**src/rtl/seq_divider_byte_io_if.sv**
```systemverilog
// Byte-serial operand bus and half-width result handshake for seq_divider_byte_io.
// signed_mode exists only when SEQ_DIVIDER_SIGNED_EN is defined.
interface seq_divider_byte_io_if #(parameter int WIDTH = 16);
   logic             start;
   logic             in_valid;
   logic [7:0]       in;
   logic             out_ack;
   logic             busy;
   logic             out_valid;
   logic             out_is_rem;
   logic [WIDTH-1:0] out;
   logic             div_by_zero;
`ifdef SEQ_DIVIDER_SIGNED_EN
   logic             signed_mode;

   modport master (output start, in_valid, in, out_ack, signed_mode,
                   input  busy, out_valid, out_is_rem, out, div_by_zero);
   modport slave  (input  start, in_valid, in, out_ack, signed_mode,
                   output busy, out_valid, out_is_rem, out, div_by_zero);
`else
   modport master (output start, in_valid, in, out_ack,
                   input  busy, out_valid, out_is_rem, out, div_by_zero);
   modport slave  (input  start, in_valid, in, out_ack,
                   output busy, out_valid, out_is_rem, out, div_by_zero);
`endif
endinterface

```
**src/rtl/seq_divider_byte_io.sv**
```systemverilog
// Radix-2 restoring divider, byte-serial load, WIDTH cycles/op (+1 FIXUP with SEQ_DIVIDER_SIGNED_EN);
// input gaps stall LOAD, results hold on out until out_ack, quotient half first then remainder.
module seq_divider_byte_io #(
   parameter int WIDTH = 16
) (
   input logic                 clk,
   input logic                 rst,
   seq_divider_byte_io_if.slave bus
);
   localparam int NBYTES = 2 * WIDTH / 8;
   localparam int BCW    = $clog2(NBYTES + 1);
   localparam int ICW    = $clog2(WIDTH + 1);

   typedef enum logic [2:0] {
      IDLE,
      LOAD,
      CALC,
`ifdef SEQ_DIVIDER_SIGNED_EN
      FIXUP,
`endif
      OUT_Q,
      OUT_R
   } state_t;

   state_t             state;
   logic [2*WIDTH-1:0] operands;
   logic [WIDTH-1:0]   q;
   // Top bit of the partial remainder is always 0 once stored, so only WIDTH bits are kept.
   logic [WIDTH-1:0]   r;
   logic [BCW-1:0]     byte_cnt;
   logic [ICW-1:0]     iter_cnt;
`ifdef SEQ_DIVIDER_SIGNED_EN
   logic               signed_q;
   logic [WIDTH-1:0]   q_fix;
   logic [WIDTH-1:0]   r_fix;
`endif

   logic [WIDTH-1:0]   dividend;
   logic [WIDTH-1:0]   divisor;
   logic [WIDTH-1:0]   dividend_in;
   logic [WIDTH-1:0]   d_mag;
   logic [WIDTH-1:0]   q_init;
   logic [WIDTH-1:0]   q_step;
   logic [WIDTH-1:0]   r_step;
   logic [WIDTH:0]     trial;

   always_comb begin
      dividend    = operands[WIDTH-1:0];
      divisor     = operands[2*WIDTH-1:WIDTH];
      // Dividend position at the moment the final divisor byte is shifted in.
      dividend_in = operands[WIDTH+7:8];
      d_mag       = divisor;
      q_init      = dividend_in;
`ifdef SEQ_DIVIDER_SIGNED_EN
      if (signed_q && divisor[WIDTH-1])     d_mag  = -divisor;
      if (signed_q && dividend_in[WIDTH-1]) q_init = -dividend_in;
      q_fix = (dividend[WIDTH-1] ^ divisor[WIDTH-1]) ? -q : q;
      r_fix = dividend[WIDTH-1] ? -r : r;
`endif
      trial = {r, q[WIDTH-1]} - {1'b0, d_mag};
      if (!trial[WIDTH]) begin
         r_step = trial[WIDTH-1:0];
         q_step = {q[WIDTH-2:0], 1'b1};
      end else begin
         r_step = {r[WIDTH-2:0], q[WIDTH-1]};
         q_step = {q[WIDTH-2:0], 1'b0};
      end
   end

   always_ff @(posedge clk) begin
      if (rst) begin
         state           <= IDLE;
         operands        <= '0;
         q               <= '0;
         r               <= '0;
         byte_cnt        <= '0;
         iter_cnt        <= '0;
         bus.busy        <= 1'b0;
         bus.out_valid   <= 1'b0;
         bus.out_is_rem  <= 1'b0;
         bus.out         <= '0;
         bus.div_by_zero <= 1'b0;
`ifdef SEQ_DIVIDER_SIGNED_EN
         signed_q        <= 1'b0;
`endif
      end else begin
         case (state)
            IDLE: if (bus.start) begin
               state           <= LOAD;
               byte_cnt        <= '0;
               operands        <= '0;
               bus.div_by_zero <= 1'b0;
               bus.busy        <= 1'b1;
`ifdef SEQ_DIVIDER_SIGNED_EN
               signed_q        <= bus.signed_mode;
`endif
            end
            LOAD: if (bus.in_valid) begin
               operands <= {bus.in, operands[2*WIDTH-1:8]};
               byte_cnt <= byte_cnt + 1'b1;
               if (byte_cnt == BCW'(NBYTES - 1)) begin
                  state    <= CALC;
                  r        <= '0;
                  q        <= q_init;
                  iter_cnt <= '0;
               end
            end
            CALC: if (divisor == '0) begin
               q               <= '1;
               r               <= dividend;
               bus.div_by_zero <= 1'b1;
               state           <= OUT_Q;
               bus.out_valid   <= 1'b1;
               bus.out         <= '1;
            end else begin
               r        <= r_step;
               q        <= q_step;
               iter_cnt <= iter_cnt + 1'b1;
               if (iter_cnt == ICW'(WIDTH - 1)) begin
`ifdef SEQ_DIVIDER_SIGNED_EN
                  if (signed_q) state <= FIXUP; else
`endif
                  begin
                     state         <= OUT_Q;
                     bus.out_valid <= 1'b1;
                     bus.out       <= q_step;
                  end
               end
            end
`ifdef SEQ_DIVIDER_SIGNED_EN
            FIXUP: begin
               q             <= q_fix;
               r             <= r_fix;
               state         <= OUT_Q;
               bus.out_valid <= 1'b1;
               bus.out       <= q_fix;
            end
`endif
            OUT_Q: if (bus.out_ack) begin
               state          <= OUT_R;
               bus.out        <= r;
               bus.out_is_rem <= 1'b1;
            end
            OUT_R: if (bus.out_ack) begin
               state          <= IDLE;
               bus.out        <= '0;
               bus.out_valid  <= 1'b0;
               bus.out_is_rem <= 1'b0;
               bus.busy       <= 1'b0;
            end
            default: state <= IDLE;
         endcase
      end
   end
endmodule

```
**src/flat_wrapper.sv**
```systemverilog
// flat-port wrapper written by rule: the top's interface ports become plain ports
module seq_divider_byte_io_flat 
#(
   parameter int WIDTH = 16
)
  (clk, rst, bus_start, bus_in_valid, bus_in, bus_out_ack, bus_busy, bus_out_valid, bus_out_is_rem, bus_out, bus_div_by_zero);
  seq_divider_byte_io_if #(.WIDTH(WIDTH)) bus_i ();
  input logic clk;
  input logic rst;
  input wire logic [$bits(bus_i.start)-1:0] bus_start;
  input wire logic [$bits(bus_i.in_valid)-1:0] bus_in_valid;
  input wire logic [$bits(bus_i.in)-1:0] bus_in;
  input wire logic [$bits(bus_i.out_ack)-1:0] bus_out_ack;
  output wire logic [$bits(bus_i.busy)-1:0] bus_busy;
  output wire logic [$bits(bus_i.out_valid)-1:0] bus_out_valid;
  output wire logic [$bits(bus_i.out_is_rem)-1:0] bus_out_is_rem;
  output wire logic [$bits(bus_i.out)-1:0] bus_out;
  output wire logic [$bits(bus_i.div_by_zero)-1:0] bus_div_by_zero;
  assign bus_i.start = bus_start;
  assign bus_i.in_valid = bus_in_valid;
  assign bus_i.in = bus_in;
  assign bus_i.out_ack = bus_out_ack;
  assign bus_busy = bus_i.busy;
  assign bus_out_valid = bus_i.out_valid;
  assign bus_out_is_rem = bus_i.out_is_rem;
  assign bus_out = bus_i.out;
  assign bus_div_by_zero = bus_i.div_by_zero;
  seq_divider_byte_io #(.WIDTH(WIDTH)) u_core (.clk(clk), .rst(rst), .bus(bus_i));
endmodule
```
**config.mk**
```make
export PLATFORM = sky130hd
export DESIGN_NAME = seq_divider_byte_io_flat
export DESIGN_NICKNAME = d
export VERILOG_FILES = /design/src/rtl/seq_divider_byte_io_if.sv /design/src/rtl/seq_divider_byte_io.sv /design/src/flat_wrapper.sv
export SDC_FILE = /design/constraint.sdc
export NUM_CORES = 1
export LEC_CHECK = 0
export CAP_MARGIN = 20
export CORE_ASPECT_RATIO = 0.8
export CORE_UTILIZATION = 55
export CTS_CLUSTER_SIZE = 12
export DETAILED_ROUTE_END_ITERATION = 6
export PLACE_DENSITY_LB_ADDON = 0.05
export SKIP_LAST_GASP = 1
export SLEW_MARGIN = 40
export SYNTH_ARGS = -nofsm -noshare
export SYNTH_HDL_FRONTEND = slang
export SYNTH_SLANG_ARGS = --single-unit
```
**constraint.sdc**
```tcl
create_clock -name clk -period 4.4 [get_ports clk]
set_input_delay 1.1 -clock clk [delete_from_list [all_inputs] [get_ports clk]]
set_output_delay 1.1 -clock clk [all_outputs]
set_load 0.1 [all_outputs]
```
==> results by group, run 1 <==
Run status
  – Status: completed

Yosys
  – Synth Flop Type: dfxtp_1
  – Compound-Gate Fraction of Synth Area: 0.2808
  – Cells after Synth: 623
  – Fraction of synthesized area in multiplexers: 0.01807
  – Ranking of synthesized cells by area: dfxtp_1 38%, nor2_1 11%, a22oi_1 7.4%
  – Synth Warn #: 0
  – Top-area cell type share of the netlist area: 0.3814
  – Xor and xnor area share after synthesis: 0.02585
  – Seq cells post-synth: 95
  – Post-synth cell types: 55
  – Mapped Nets: 657
  – Sequential area share after synthesis: 0.3814
  – Synth Area per Inst: 8.003 um^2
  – Cell accounting for the most synthesized area: dfxtp_1
  – Largest family of logic cells by synthesized area: compound AO/OA/AOI/OAI gates
  – Asr flop ratio synth: 0
  – Synth Area in Adders: 0.05420
  – Synth Area in Simple Gates: 0.1892
  – Number of flops mapped to enable cells by yosys: 0
  – Cell area after technology mapping: 4986 um^2

Finish
  – Layout area overhead: 11.57%
  – Layout fillers: 756
  – Area occupied by registers: 1902 um^2
  – Most frequent cells in the layout: 140 x nor2_1, 95 x dfxtp_1, 53 x a21oi_1, 49 x a22oi_1, 32 x a211oi_1
  – Area of the multi-input gates: 2861 um^2
  – Final core utilization: 0.6443
  – Ant. Diodes: 0
  – Layout cell share with drive strength beyond 1: 0.08991
  – Post-Layout Cell Count: 746
  – Most common cell after layout, fill and taps aside: nor2_1
  – Final nets: 663

Global route
  – GRT overflow: 0
  – Antenna violations before repair: 0
  – Total global-route track usage: 0.3005
  – Global-route wire length before repair: 21560 um
  – Largest net degree at the start of global routing: 56
  – Vias in the first global route: 4055

Clocking
  – CTS buffer count: 9
  – CTS Sinks: 95
  – Root buffer cell: clkbuf_16
  – CTS tree: yes
  – Worst-skew pair later-pin latency: 340 ps
  – CTS max path bufs: 2
  – Clock transition at path regs: 70 ps
  – Setup Fix Bufs, Post-CTS: 0
  – Resize count post-CTS: 0
  – Cts hold-fix bufs: 0
  – H-tree Lvls: 3

Setup path
  – Reg2reg end: u_core.r[10]
  – R2R depth: 10
  – Reg-to-reg critical path startpoint: u_core.operands[16]
  – Kind of critical path: reg -> reg
  – Crit path capture type: flop
  – Crit Path Max Fanout: 9
  – R2R Setup Slk: 1370 ps
  – Critical Path RT: 4630 ps
  – CP arrival: 3260 ps
  – CP Launch Type: flop

Placement
  – Placed insts: 730
  – RePlAce Congestion: 0.9318
  – DP HPWL: 9773 um
  – Port Buffers: 32
  – Pre-CTS setup slack: 1099 ps

Drt
  – Final wirelength: 13740 um
  – DR WL/cell: 18.42 um
  – Vias: 4714
  – DRC: 0
  – Vias per cell: 6.319
  – Drt pass-1 iters: 5
  – Initial drt markers: 407
  – Antenna-violating nets left: 0

Floorplanning
  – Core area: 8633 um^2
  – Width of the chip: 108.5 um
  – IO Count: 33
  – Die Y: 87.16 um
  – Site Rows: 30
  – Starting Density: 0.5775
  – DIE AREA: 9453 um^2

STA
  – Fin crit share: 0.6888
  – RSZ-0062 raised after global routing: no
  – Final min period: 3031 ps
  – Slew @ Worst Pin: 832.6 ps
  – Max Fclk: 0.3300 GHz
  – Hold slack: 463.2 ps
  – Max-slew violations: 0
  – Post-Route Setup TNS: 0 ps
  – Post-Route Skew: 4.635 ps
  – Final hold violation count: 0
  – Final setup fails: 0
  – Relative slew margins: 0.4449
  – Setup ws final: 1369 ps

Worst hold path
  – Hold endpoint: u_core.bus.out_valid
  – Worst Hold Class: reg -> reg
  – Worst hold path depth: 1
  – Worst Hold Launch: u_core.bus.out_valid

Pwr
  – Power Density: 376.6 nW/um^2
  – Worst vdd ir: 0.0002672 V
  – Leakage: 2.087 nW

Flow run
  – Max cap viols: 0
cell usage after synthesis (all sizes together), types with 9 or more instances:
| master | instances |
|---|---|
| nor2 | 140 |
| inv | 20 |
| nand2 | 27 |
| nand2b | 9 |
| a211oi | 33 |
| a22oi | 49 |
| xnor2 | 9 |
| ha | 20 |
| dfxtp | 95 |
| o21ai | 15 |
| clkbuf | 35 |
| nor3 | 10 |
| a21oi | 53 |
| mux2i | 9 |
routing by layer:
| metal | up-vias | global-route usage | wire [um] |
|---|---|---|---|
| li1 | 2272 | - | - |
| met1 | 2200 | 0.4520 | 6416 |
| met2 | 221 | 0.4264 | 5775 |
| met3 | 21 | 0.06432 | 1352 |
| met4 | 0 | 0.08722 | 199 |
| met5 | - | 0 | 0 |
flip-flops by register name (all words and copies together), names as in the netlist:
signal,count
u_core.byte_cnt,3
u_core.bus.out,16
u_core.operands,32
u_core.iter_cnt,5
u_core.bus.busy,1
u_core.q,16
u_core.bus.out_is_rem,1
u_core.state,3
u_core.r,16
u_core.bus.div_by_zero,1
u_core.bus.out_valid,1
where the power goes:
part | leakage (nW) | switching [mW] | internal, mW
combinational | 1.17 | 0.221 | 0.128
sequential | 0.766 | 0.0296 | 0.870
clock | 0.156 | 0.333 | 0.514
cell families after synthesis:
family | after synthesis
and+or+nand+nor | 219
AOI/OAI and AO/OA | 203
DFF | 95
buffers and inverters | 63
adders and majority gates | 21
xor gates and xnor gates | 13
muxes | 9
area by class of cell:
class,count,share of cell area
clock inverter,5,0.01462
sequential,95,0.3419
clock buffer,11,0.04363
multi-input combinational,465,0.5144
inverter,20,0.01350
timing repair buffer,38,0.04678
tap,112,0.02519
through the flow:
step	power [mW]	instance area, um^2
3_5_place_dp	1.259	5229
4_1_cts	2.092	5553
6_report	2.095	5563
5_1_grt	2.166	5563
2_1_floorplan	1.179	4986
3_3_place_gp	1.245	5315
worst max path at each step:
stage                        startpoint           end  slack [ps]
floorplan                  u_core.q[15]  u_core.r[13]        1930
global placement           bus_in_valid   u_core.r[4]        1210
detailed placement         bus_in_valid   u_core.r[5]        1100
CTS                 u_core.operands[16]  u_core.r[10]        1390
global route        u_core.operands[16]  u_core.r[10]        1240
finish              u_core.operands[16]  u_core.r[10]        1370
critical path, stage by stage (launching register included):
cell and delay, ps:
dfxtp_1 460, ha_1 250, fa_1 330, nor2b_4 70
o31a_1 290, o31ai_4 310, nand2_2 110, a31oi_4 300
xor2_2 220, and3_1 260, a311o_1 300
(Power assumes the default switching activity.)
==> run 2, diff against run 1 <==
--- a/config.mk
+++ b/config.mk
@@ -7,7 +7,7 @@
 export LEC_CHECK = 0
 export CAP_MARGIN = 20
 export CORE_ASPECT_RATIO = 0.8
-export CORE_UTILIZATION = 55
+export CORE_UTILIZATION = 54
 export CTS_CLUSTER_SIZE = 12
 export DETAILED_ROUTE_END_ITERATION = 6
 export PLACE_DENSITY_LB_ADDON = 0.05
==> constraint.sdc (replaced) <==
create_clock -name clk -period 2.7 [get_ports clk]
set_input_delay 0.675 -clock clk [delete_from_list [all_inputs] [get_ports clk]]
set_output_delay 0.675 -clock clk [all_outputs]
set_load 0.1 [all_outputs]
==> run 2 against run 1 <==
Effect of this change: global-route usage is 1.8 points higher; power is 64% higher; clock-buffer cell count stayed put; highest routed layer unchanged.
==> results by group, run 2 (same netlist as run 1, synthesis figures left out) <==
Run status
  – Status: completed

Finish
  – Biggest register: u_core.operands
  – Layout area overhead: 20.80%
  – Largest register FFs: 32
  – Final core utilization: 0.6917
  – Final nets: 710
  – Most frequent cells in the layout: 140 x nor2_1, 95 x dfxtp_1, 67 x buf_4, 52 x a21oi_1, 49 x a22oi_1
  – Area of the multi-input gates: 2904 um^2
  – Layout cell share with drive strength beyond 1: 0.1542
  – Area occupied by registers: 1902 um^2
  – Design area: 6023 um^2
  – Ant. Diodes: 0
  – Layout fillers: 757
  – Most common cell after layout, fill and taps aside: nor2_1

Floorplanning
  – Site Rows: 30
  – IO Count: 33
  – Core area: 8708 um^2
  – Die Y: 87.95 um
  – Width of the chip: 109.4 um
  – Starting Density: 0.5726
  – DIE AREA: 9624 um^2

Drt
  – Vias per cell: 6.233
  – Initial drt markers: 623
  – Antenna-violating nets left: 0
  – DRC: 0
  – Final wirelength: 14800 um
  – Vias: 4943
  – DR WL/cell: 18.66 um
  – Drt pass-1 iters: 5

Worst hold path
  – Worst Hold Class: reg -> reg
  – Worst Hold Launch: u_core.bus.busy
  – Worst hold path depth: 2
  – Hold endpoint: u_core.bus.busy

Clocking
  – CTS max path bufs: 2
  – CTS tree: yes
  – Root buffer cell: clkbuf_16
  – Clock transition at path regs: 70 ps
  – CTS buffer count: 9
  – Worst-skew pair later-pin latency: 350 ps
  – H-tree Lvls: 3
  – CTS Sinks: 95

STA
  – Post-Route Skew: 6.161 ps
  – Max-slew violations: 0
  – Final hold violation count: 0
  – Max Fclk: 0.3839 GHz
  – Final setup fails: 0
  – Slew @ Worst Pin: 778.0 ps
  – Final min period: 2605 ps
  – Post-Route Setup TNS: 0 ps
  – Fin crit share: 0.9646
  – Relative slew margins: 0.4806

Global route
  – GRT overflow: 0
  – Total global-route track usage: 0.3187
  – Largest net degree at the start of global routing: 91
  – Antenna violations before repair: 0
  – Vias in the first global route: 4330
  – Global-route wire length before repair: 22750 um

Setup path
  – Kind of critical path: reg -> reg
  – Crit Path Max Fanout: 3
  – R2R depth: 12
  – CP arrival: 2840 ps
  – Critical Path RT: 2940 ps
  – Reg2reg end: u_core.r[10]
  – R2R Setup Slk: 100 ps
  – CP Launch Type: flop
  – Reg-to-reg critical path startpoint: u_core.q[15]
  – Crit path capture type: flop

Pwr
  – Worst vdd ir: 0.0004492 V
  – Power Density: 570.9 nW/um^2
  – Leakage: 2.331 nW
  – Overall Power: 3.439 mW

Placement
  – Port Buffers: 32
  – Dpl cell area: 5603 um^2
  – RePlAce Congestion: 0.9042
  – DP HPWL: 10680 um

Flow run
  – Max cap viols: 0
-- run 2: area by class of cell --
| cell class | instances | share of cell area |
|---|---|---|
| multi-input cells | 466 | 0.4821 |
| flip-flops and latches | 95 | 0.3157 |
| repair buffers | 84 | 0.1192 |
| clock buffers | 11 | 0.04030 |
| well taps | 112 | 0.02327 |
| inverters | 20 | 0.01246 |
| clock inverters | 5 | 0.006855 |
-- run 2: through the flow --
stage	setup slack, ps	hold WS (ps)	instances
final	95.48	458.2	793
after global routing	-12.02	492.3	793
after CTS	0.8160	465.3	788
after detailed placement	-155.5	454.5	770
after global placement	-42.12	441.1	770
after floorplan	234.0	436.7	623
-- run 2: how the worst max path moves through the flow --
stage                              startpoint            to  slack [ps]
after floorplan                  u_core.q[15]  u_core.r[13]         230
after global placement           u_core.q[15]  u_core.r[12]         -40
after detailed placement         u_core.q[15]  u_core.r[13]        -160
after CTS                 u_core.operands[30]  u_core.r[10]         0.8
after global routing             u_core.q[15]  u_core.r[10]         -10
final                            u_core.q[15]  u_core.r[10]         100
-- run 2: routing by layer --
metal / up-vias / GRT usage / wire length, um
met1: 2329 / 0.4565 / 6804
met3: 34 / 0.08557 / 1498
li1: 2368 / - / -
met2: 212 / 0.4626 / 6136
met5: - / 0 / 0
met4: 0 / 0.1042 / 356
-- run 2: what timing repair did --
item | 4_1_cts | 5_1_grt
pin swaps | 0 | 3
resized for setup | 4 | 5
buffers inserted | 2 | 4
setup endpoints to repair | 16 | 17
cloned | 0 | 1
hold buffers | 0 | 0
-- run 2: critical path, cell delays in order, from the launching register on --
cell and delay (ps):
dfxtp_1 310, inv_1 90, ha_1 210, fa_2 250, nor2b_4 50, buf_4 130
o2111a_1 230, a211oi_2 210, nand2_1 110, a31o_2 270, a21oi_1 170, xnor2_1 120
a311o_1 360
-- run 2: where the power goes --
group,internal (mW),switching [mW]
Sequential,1.42,0.0568
Combinational,0.341,0.416
Clock,0.656,0.551
Total,2.41,1.02
==> run 3, diff against run 2 <==
--- a/config.mk
+++ b/config.mk
@@ -6,10 +6,11 @@
 export NUM_CORES = 1
 export LEC_CHECK = 0
 export CAP_MARGIN = 20
-export CORE_ASPECT_RATIO = 0.8
-export CORE_UTILIZATION = 54
+export CORE_ASPECT_RATIO = 1.1
+export CORE_UTILIZATION = 55
 export CTS_CLUSTER_SIZE = 12
 export DETAILED_ROUTE_END_ITERATION = 6
+export MAX_ROUTING_LAYER = met4
 export PLACE_DENSITY_LB_ADDON = 0.05
 export SKIP_LAST_GASP = 1
 export SLEW_MARGIN = 40
==> constraint.sdc (replaced) <==
create_clock -name clk -period 2.52 [get_ports clk]
set_input_delay 0.63 -clock clk [delete_from_list [all_inputs] [get_ports clk]]
set_output_delay 0.63 -clock clk [all_outputs]
set_load 0.1 [all_outputs]
==> run 3 against run 2 <==
Effect of this change: non-clock buffer count grew 8; largest power group unchanged; critical path type unchanged; final area grew 0.81%; flip-flop and latch count is the same; highest routed layer unchanged; sequential share of layout area down 0.15 points; die area is 1.8% lower; first-iteration DRC count is 40% lower; maximum frequency increased by 4.1%; sequential power grew 7%; critical path depth down 1.
==> results by group, run 3 (same netlist as run 1, synthesis figures left out) <==
Run status
  – Status: completed

Finish
  – Layout cell share with drive strength beyond 1: 0.1822
  – Ant. Diodes: 0
  – Biggest register: u_core.operands
  – Most frequent cells in the layout: 140 x nor2_1, 90 x dfxtp_1, 74 x buf_4, 52 x a21oi_1, 49 x a22oi_1
  – Largest register FFs: 32
  – Most common cell after layout, fill and taps aside: nor2_1
  – Area occupied by registers: 1908 um^2
  – Final core utilization: 0.6878
  – Area of the multi-input gates: 2965 um^2
  – Layout fillers: 778
  – Layout area overhead: 21.78%
  – Final nets: 717

Clocking
  – Cts hold-fix bufs: 0
  – H-tree Lvls: 3
  – Clock transition at path regs: 90 ps
  – CTS buffer count: 9
  – CTS Sinks: 95
  – Root buffer cell: clkbuf_8
  – Worst-skew pair later-pin latency: 380 ps
  – CTS max path bufs: 2
  – CTS tree: yes

Floorplanning
  – Width of the chip: 92.78 um
  – IO Count: 33
  – DIE AREA: 9451 um^2
  – Die Y: 101.9 um
  – Starting Density: 0.5648
  – Site Rows: 36
  – Core area: 8828 um^2

Setup path
  – Kind of critical path: reg -> reg
  – Critical Path RT: 2760 ps
  – Crit path capture type: flop
  – Crit Path Max Fanout: 7
  – CP Launch Type: flop
  – CP arrival: 2750 ps

STA
  – Final hold violation count: 0
  – RSZ-0062 raised after global routing: yes
  – Fin crit share: 0.9924
  – Final setup fails: 0
  – Relative slew margins: 0.4298
  – Max-slew violations: 0
  – Max Fclk: 0.3999 GHz
  – Final min period: 2501 ps
  – Slew @ Worst Pin: 854.1 ps
  – Post-Route Skew: 11.50 ps

Pwr
  – Worst vdd ir: 0.0003763 V
  – Overall Power: 3.450 mW
  – Leakage: 2.334 nW
  – Power Density: 568.1 nW/um^2

Global route
  – Vias in the first global route: 4339
  – Largest net degree at the start of global routing: 82
  – GRT overflow: 0
  – Total global-route track usage: 0.3193
  – Antenna violations before repair: 0
  – Global-route wire length before repair: 22320 um

Drt
  – DRC: 0
  – Vias per cell: 6.154
  – Initial drt markers: 376
  – Antenna-violating nets left: 0
  – DR WL/cell: 18.58 um
  – Final wirelength: 14860 um
  – Vias: 4923
  – Drt pass-1 iters: 6

Worst hold path
  – Worst Hold Class: reg -> reg

Placement
  – RePlAce Congestion: 0.8854
  – DP HPWL: 10620 um
  – Port Buffers: 32

Flow run
  – Max cap viols: 0
[run 3: changes by cell type in the layout (fill, tap and decap cells not counted), moves of 3 or more]
cell,delta
clkbuf_8,+9
buf_4,+7
clkbuf_16,-8
mux2i_1,-3
dfxtp_2,+5
ha_4,+3
dfxtp_1,-5
mux2i_2,+3
[run 3: area by class of cell]
cell class | instances | area share
sequential | 95 | 0.3142
timing repair buffer | 92 | 0.1311
inverter | 20 | 0.01236
clock inverter | 3 | 0.007212
tap | 114 | 0.02349
clock buffer | 11 | 0.02328
multi-input combinational | 465 | 0.4884
[run 3: report_power, final]
part / switching [mW] / internal [mW] / leakage (nW)
logic: 0.452 / 0.405 / 1.47
clock network: 0.532 / 0.478 / 0.0957
registers: 0.0654 / 1.52 / 0.769
total: 1.05 / 2.40 / 2.33
[run 3: final timing paths]
kind,start,endpoint,slack [ps],depth (start not counted)
min,u_core.bus.busy,u_core.bus.busy,460,2
max reg2reg,u_core.r[0],u_core.r[3],20,11
max,u_core.r[0],u_core.r[3],20,11
min reg2reg,u_core.bus.busy,u_core.bus.busy,460,2
[run 3: per-stage QoR]
step                std cells  hold slack [ps]  cell area [um^2]  setup TNS, ps  worst slack, ps
floorplan                 623            436.7              4986              0            53.97
global placement          779            436.9              5670              0            35.21
detailed placement        779            448.9              5670         -53.90           -29.36
CTS                       793            469.8              5877         -4.238           -4.238
global route              800            507.8              6072         -978.2           -114.0
finish                    800            461.3              6072              0            19.18
[run 3: metal layers]
metal | track usage | part of all wire
met2 | 0.4994 | 0.46
met3 | 0.04985 | 0.063
met1 | 0.4066 | 0.43
met4 | 0.1479 | 0.043
met5 | - | 0
[run 3: repair_timing]
action,CTS,global route
resized for setup,4,23
hold endpoints to repair,0,0
setup endpoints to repair,6,16
setup buffers,0,5
pin swaps,2,12
cloned,0,1
[run 3: worst max-delay path: stages, from the launching register on]
cell and delay (ps):
dfxtp_2 350, inv_1 150, fa_2 280, nor2b_4 50, o31a_1 280, o31ai_4 200
nand2_2 90, a31oi_4 300, xnor2_4 190, buf_12 180, mux2i_2 220, o22ai_1 90
==> RTL change 1: new RTL, config.mk and constraints of run 2 <==
Make the reset (`rst`) asynchronous in one clocked block.
--- a/src/rtl/seq_divider_byte_io.sv
+++ b/src/rtl/seq_divider_byte_io.sv
@@ -69,3 +69,3 @@
 
-   always_ff @(posedge clk) begin
+   always_ff @(posedge clk or posedge rst) begin
       if (rst) begin
Formal check against the unedited RTL: differs if rst is asserted again (counterexample within 4 cycles, from zero or initial values and one cycle with rst high); with rst held inactive, the same outputs for 10 cycles.
==> RTL change 1 against run 2 <==
The flow now finishes with violations (DRC); sequential cell count did not move; routed wire length fell by 11%; die area rose by 3.3%; critical endpoint is now u_core.r[9]; final area rose by 0.81%; highest routed layer unchanged; synthesized area rose by 3.3%; worst setup slack got worse by 0.021 ns.
Power is not shown: default switching activity piles up to over one toggle a cycle in this logic, so the estimate is an artifact.
==> RTL change 1: results (changes against run 2) <==
hp-start: "u_core.bus.out[5]"
slowest_stage: "dfrtp_1"
async_flop_share: 1.00  # +1.00
finalSetupViolations: 0  # unchanged
r2r_setup_slack_ns: 0.07  # -0.02 ns
hold_slack_ns: 0.481  # +0.0228 ns
io_buffers: 32  # unchanged
clk_latency_ns: 0.34
netlist_top_cells_count: "95 x dfrtp_1, 83 x nand2_1, 79 x o21ai_0"
ys_top_cells_by_area: "dfrtp_1 46%, o21ai_0 7.7%, nand2_1 6.0%"
outcome: "finished, violations left"
track_usage: 0.273  # -0.0453
nets: 641  # -9.7%
skew_ns: 0.00518  # -0.000977 ns
htree_num_levels: 3  # unchanged
drc: 14  # +14
r2r-start: "u_core.operands[16]"
drive_above_1_share: 0.152  # -0.00198
yosys.area_share.xor_xnor: 0.0325  # +0.00669
ant_nets: 0  # unchanged
dp_slack_ns: 0.0295  # +0.185 ns
antenna_found_initial: 1  # +1
synth_compound_area_frac: 0.231  # -0.0496
num_antenna_cells: 0  # unchanged
dp_hpwl_um: 9330  # -13%
path_max_fanout: 8  # +5
path_clk_slew_ns: 0.07  # about the same
cp.arrival_ns: 2.85  # about the same
largest_register_ffs: 32  # unchanged
grt_max_degree: 96  # +5.5%
rr_endpoint: "u_core.r[9]"
holdPathEnd: "u_core.bus.out[5]"
drtPass1Iterations: 7  # +2
clk_path_buf_depth: 2  # unchanged
yosysUniqueCellTypes: 55  # unchanged
synthMuxAreaShare: 0.0316  # +0.0135
hp-class: "flip-flop to flip-flop"
grt_pass1_wl_um: 20600  # -9.4%
synth_fp_nets: 600  # -8.7%
wirelength_um: 13100  # -11%
top_register: "u_core.operands"
cts_buffers: 9  # unchanged
ff2ff_path_depth: 11  # -1
vias: 4288  # -13%
first_iter_violations: 376  # -40%
gp_congestion: 0.907  # +0.32%
hold_depth: 2  # unchanged
worstMarginPinSlew_ns: 0.568  # -0.210 ns
grt_pass1_vias: 3827  # -12%
violations: "DRC"
max_stage_delay_ns: 0.41  # +0.05 ns
clockRootBuffer: "clkbuf_16"
synthAdderAreaFrac: 0.0525  # -0.00175
synth_warnings: 0  # unchanged
ys_seq_area_frac: 0.461  # +0.0800
[RTL change 1: cell count changes after synthesis, sizes merged, moves of 8 or more]
cell	delta
nor3	-8
o22ai	-8
a21oi	-18
dfxtp	-95
nand2	+57
a22oi	-33
a22o	+17
o21ai	+79
clkbuf	-9
nor2	-92
a211oi	-32
dfrtp	+95
[RTL change 1: layout make-up]
| class | instances | area [sq um] |
|---|---|---|
| fillers | 755 | 3080 |
| repair buffers | 62 | 551 |
| inverters | 23 | 90.1 |
| clock buffers | 11 | 253 |
| clock inverters | 4 | 53.8 |
| multi-input cells | 416 | 2600 |
| well taps | 115 | 144 |
| flip-flops and latches | 95 | 2380 |
[RTL change 1: routing by layer]
layer	global-route usage	part of all wire	vias to the layer above
li1	-	-	2068
met1	0.407	0.50	2070
met2	0.396	0.41	132
met3	0.0576	0.066	18
met4	0.0897	0.018	0
met5	0	0	-
[RTL change 1: cell families (layout without fill, tap and decap cells)]
family                   after synthesis  count (layout)
AND/OR/NAND/NOR                      172             172
AO/OA/AOI/OAI                        190             190
multiplexers                          16              16
flip-flops                            95              95
buffers and inverters                 55             100
XOR/XNOR                              17              17
adder cells (fa/ha/maj)               21              21
[RTL change 1: stage by stage]
step	instance area, sq um	TNS, ns	cells	util
floorplan	5160	0	566	-
global placement	5650	0	706	0.617
detailed placement	5650	0	706	0.617
CTS	5950	0	721	0.650
global route	6070	-0.0134	726	0.663
finish	6070	0	726	0.663
[RTL change 1: critical path: cells and delay by family, from the launching register on]
family	cells	cell delay [ns]
AO/OA/AOI/OAI	4	0.69
adder cells (fa/ha/maj)	2	0.56
flip-flops	1	0.41
buffers and inverters	2	0.30
XOR/XNOR	1	0.19
multiplexers	1	0.18
AND/OR/NAND/NOR	1	0.16
[RTL change 1: worst max-delay path by stage]
stage / startpoint / endpoint / slack [ns]
6_report: u_core.operands[16] / u_core.r[9] / 0.07
5_1_grt: u_core.q[15] / u_core.r[3] / -0.007
4_1_cts: u_core.q[15] / u_core.r[9] / 0.004
3_5_place_dp: u_core.q[15] / u_core.r[4] / 0.03
3_3_place_gp: u_core.q[15] / u_core.r[9] / 0.12
2_1_floorplan: u_core.operands[16] / u_core.r[3] / 0.15
[RTL change 1: what timing repair did]
action                                  in CTS  in global routing
gates resized for setup                      0                 11
setup buffers                                0                  4
endpoints found under the setup margin       0                 18
==> RTL change 2: new RTL, settings of run 2 <==
Without the edit above. `WIDTH` is set to 16 in 3 places; all go to 8.
--- a/src/rtl/seq_divider_byte_io_if.sv
+++ b/src/rtl/seq_divider_byte_io_if.sv
@@ -2,3 +2,3 @@
 // signed_mode exists only when SEQ_DIVIDER_SIGNED_EN is defined.
-interface seq_divider_byte_io_if #(parameter int WIDTH = 16);
+interface seq_divider_byte_io_if #(parameter int WIDTH = 8);
    logic             start;
--- a/src/rtl/seq_divider_byte_io.sv
+++ b/src/rtl/seq_divider_byte_io.sv
@@ -3,3 +3,3 @@
 module seq_divider_byte_io #(
-   parameter int WIDTH = 16
+   parameter int WIDTH = 8
 ) (
--- a/src/flat_wrapper.sv
+++ b/src/flat_wrapper.sv
@@ -3,3 +3,3 @@
 #(
-   parameter int WIDTH = 16
+   parameter int WIDTH = 8
 )
Interface: changed (resized bus_out); port bits go from 33 to 25. The function was not compared with the original's and may differ.
==> RTL change 2 against run 2 <==
Clock power decreased by 61%; sequential cell count is 42 lower; non-clock buffer count shrank 44; core utilization down 4.1 points; synthesized area is 40% lower; total power shrank 9.0%; die area fell by 39%; routed wire length down 49%; first-iteration DRC count fell by 61%; count of clock-buffer cells in the layout decreased by 6; synthesized cell count decreased by 41%; worst setup slack improved by 0.067 ns; final area is 44% lower; largest power group is now combinational logic; highest routed layer unchanged.
==> RTL change 2: results (changes against run 2) <==
dp_hpwl_um: 5290  # -50%
max_stage_delay_ns: 0.40  # +0.04 ns
ff2ff_path_depth: 8  # -4
r2r_setup_slack_ns: 0.16  # +0.07 ns
hp-start: "u_core.bus.out[7]"
wl_per_cell_um: 16.6  # -11%
ys_seq_area_frac: 0.353  # -0.0279
gp_congestion: 0.889  # -1.7%
hold_slack_ns: 0.460  # +0.00137 ns
netlist_top_cells_count: "56 x nor2_1, 53 x dfxtp_1, 37 x a21oi_1"
p_leak_uw: 0.00126  # -46%
cts_buffers: 5  # -4
vias: 2804  # -43%
track_usage: 0.271  # -0.0480
rr_endpoint: "u_core.bus.out[0]"
htree_num_levels: 2  # -1
postCtsSetupBuffers: 0  # -2
grt_pass1_vias: 2384  # -45%
slowest_stage: "fa_1"
holdPathEnd: "u_core.bus.out[7]"
drtPass1Iterations: 4  # -1
yosysUniqueCellTypes: 62  # +13%
io_buffers: 24  # -25%
path_clk_slew_ns: 0.10  # +0.03 ns
nets: 414  # -42%
outcome: "finished, final reports clean"
skew_ns: 0.0105  # +0.00439 ns
first_iter_violations: 243  # -61%
worstMarginPinSlew_ns: 0.562  # -0.216 ns
grt_pass1_wl_um: 12100  # -47%
clockRootBuffer: "clkbuf_8"
-- RTL change 2: worst max path at each step --
stage	from	endpoint	slack [ns]	cells past startpoint
floorplan	u_core.q[7]	u_core.r[2]	0.43	9
global placement	rst	u_core.r[2]	0.23	6
detailed placement	rst	u_core.r[2]	0.22	6
CTS	u_core.q[7]	u_core.r[6]	0.20	8
global route	u_core.q[7]	u_core.r[7]	0.02	8
finish	u_core.q[7]	u_core.bus.out[0]	0.16	8
-- RTL change 2: where the power goes --
part	switching, uW	internal [uW]	total (uW)	leakage (uW)
combinational	1150	507	1660	0.000784
sequential	115	888	1000	0.000429
clock	279	188	467	0.0000447
-- RTL change 2: cell families after synthesis --
kind of cell,count (synthesis),share of synthesized area
AOI/OAI and AO/OA,130,0.296
xor gates and xnor gates,6,0.0175
adders and majority gates,11,0.0484
buffers and inverters,40,0.0646
DFF,53,0.353
muxes,3,0.0100
and+or+nand+nor,126,0.210
-- RTL change 2: area by class of cell --
class,instances,area [sq um]
fill,491,1810
multi-input combinational,276,1750
sequential,53,1060
timing repair buffer,40,330
tap,62,77.6
clock buffer,5,68.8
inverter,14,52.6
clock inverter,3,25.0
-- RTL change 2: per-layer routing --
layer  track usage  vias up  share of wire
li1              -     1402              -
met2         0.395       88           0.41
met3        0.0560       11          0.075
met1         0.405     1303           0.51
met5             0        -              0
met4        0.0688        0          0.012
-- RTL change 2: metrics by stage --
stage,area (sq um),util,setup slack [ns],instances,power [uW]
6_report,3370,0.650,0.162,453,3130
5_1_grt,3370,0.650,0.0160,453,3320
4_1_cts,3360,0.649,0.203,453,3110
3_5_place_dp,3270,0.631,0.217,445,2650
3_3_place_gp,3270,0.631,0.227,445,2640
2_1_floorplan,3000,-,0.427,369,2300
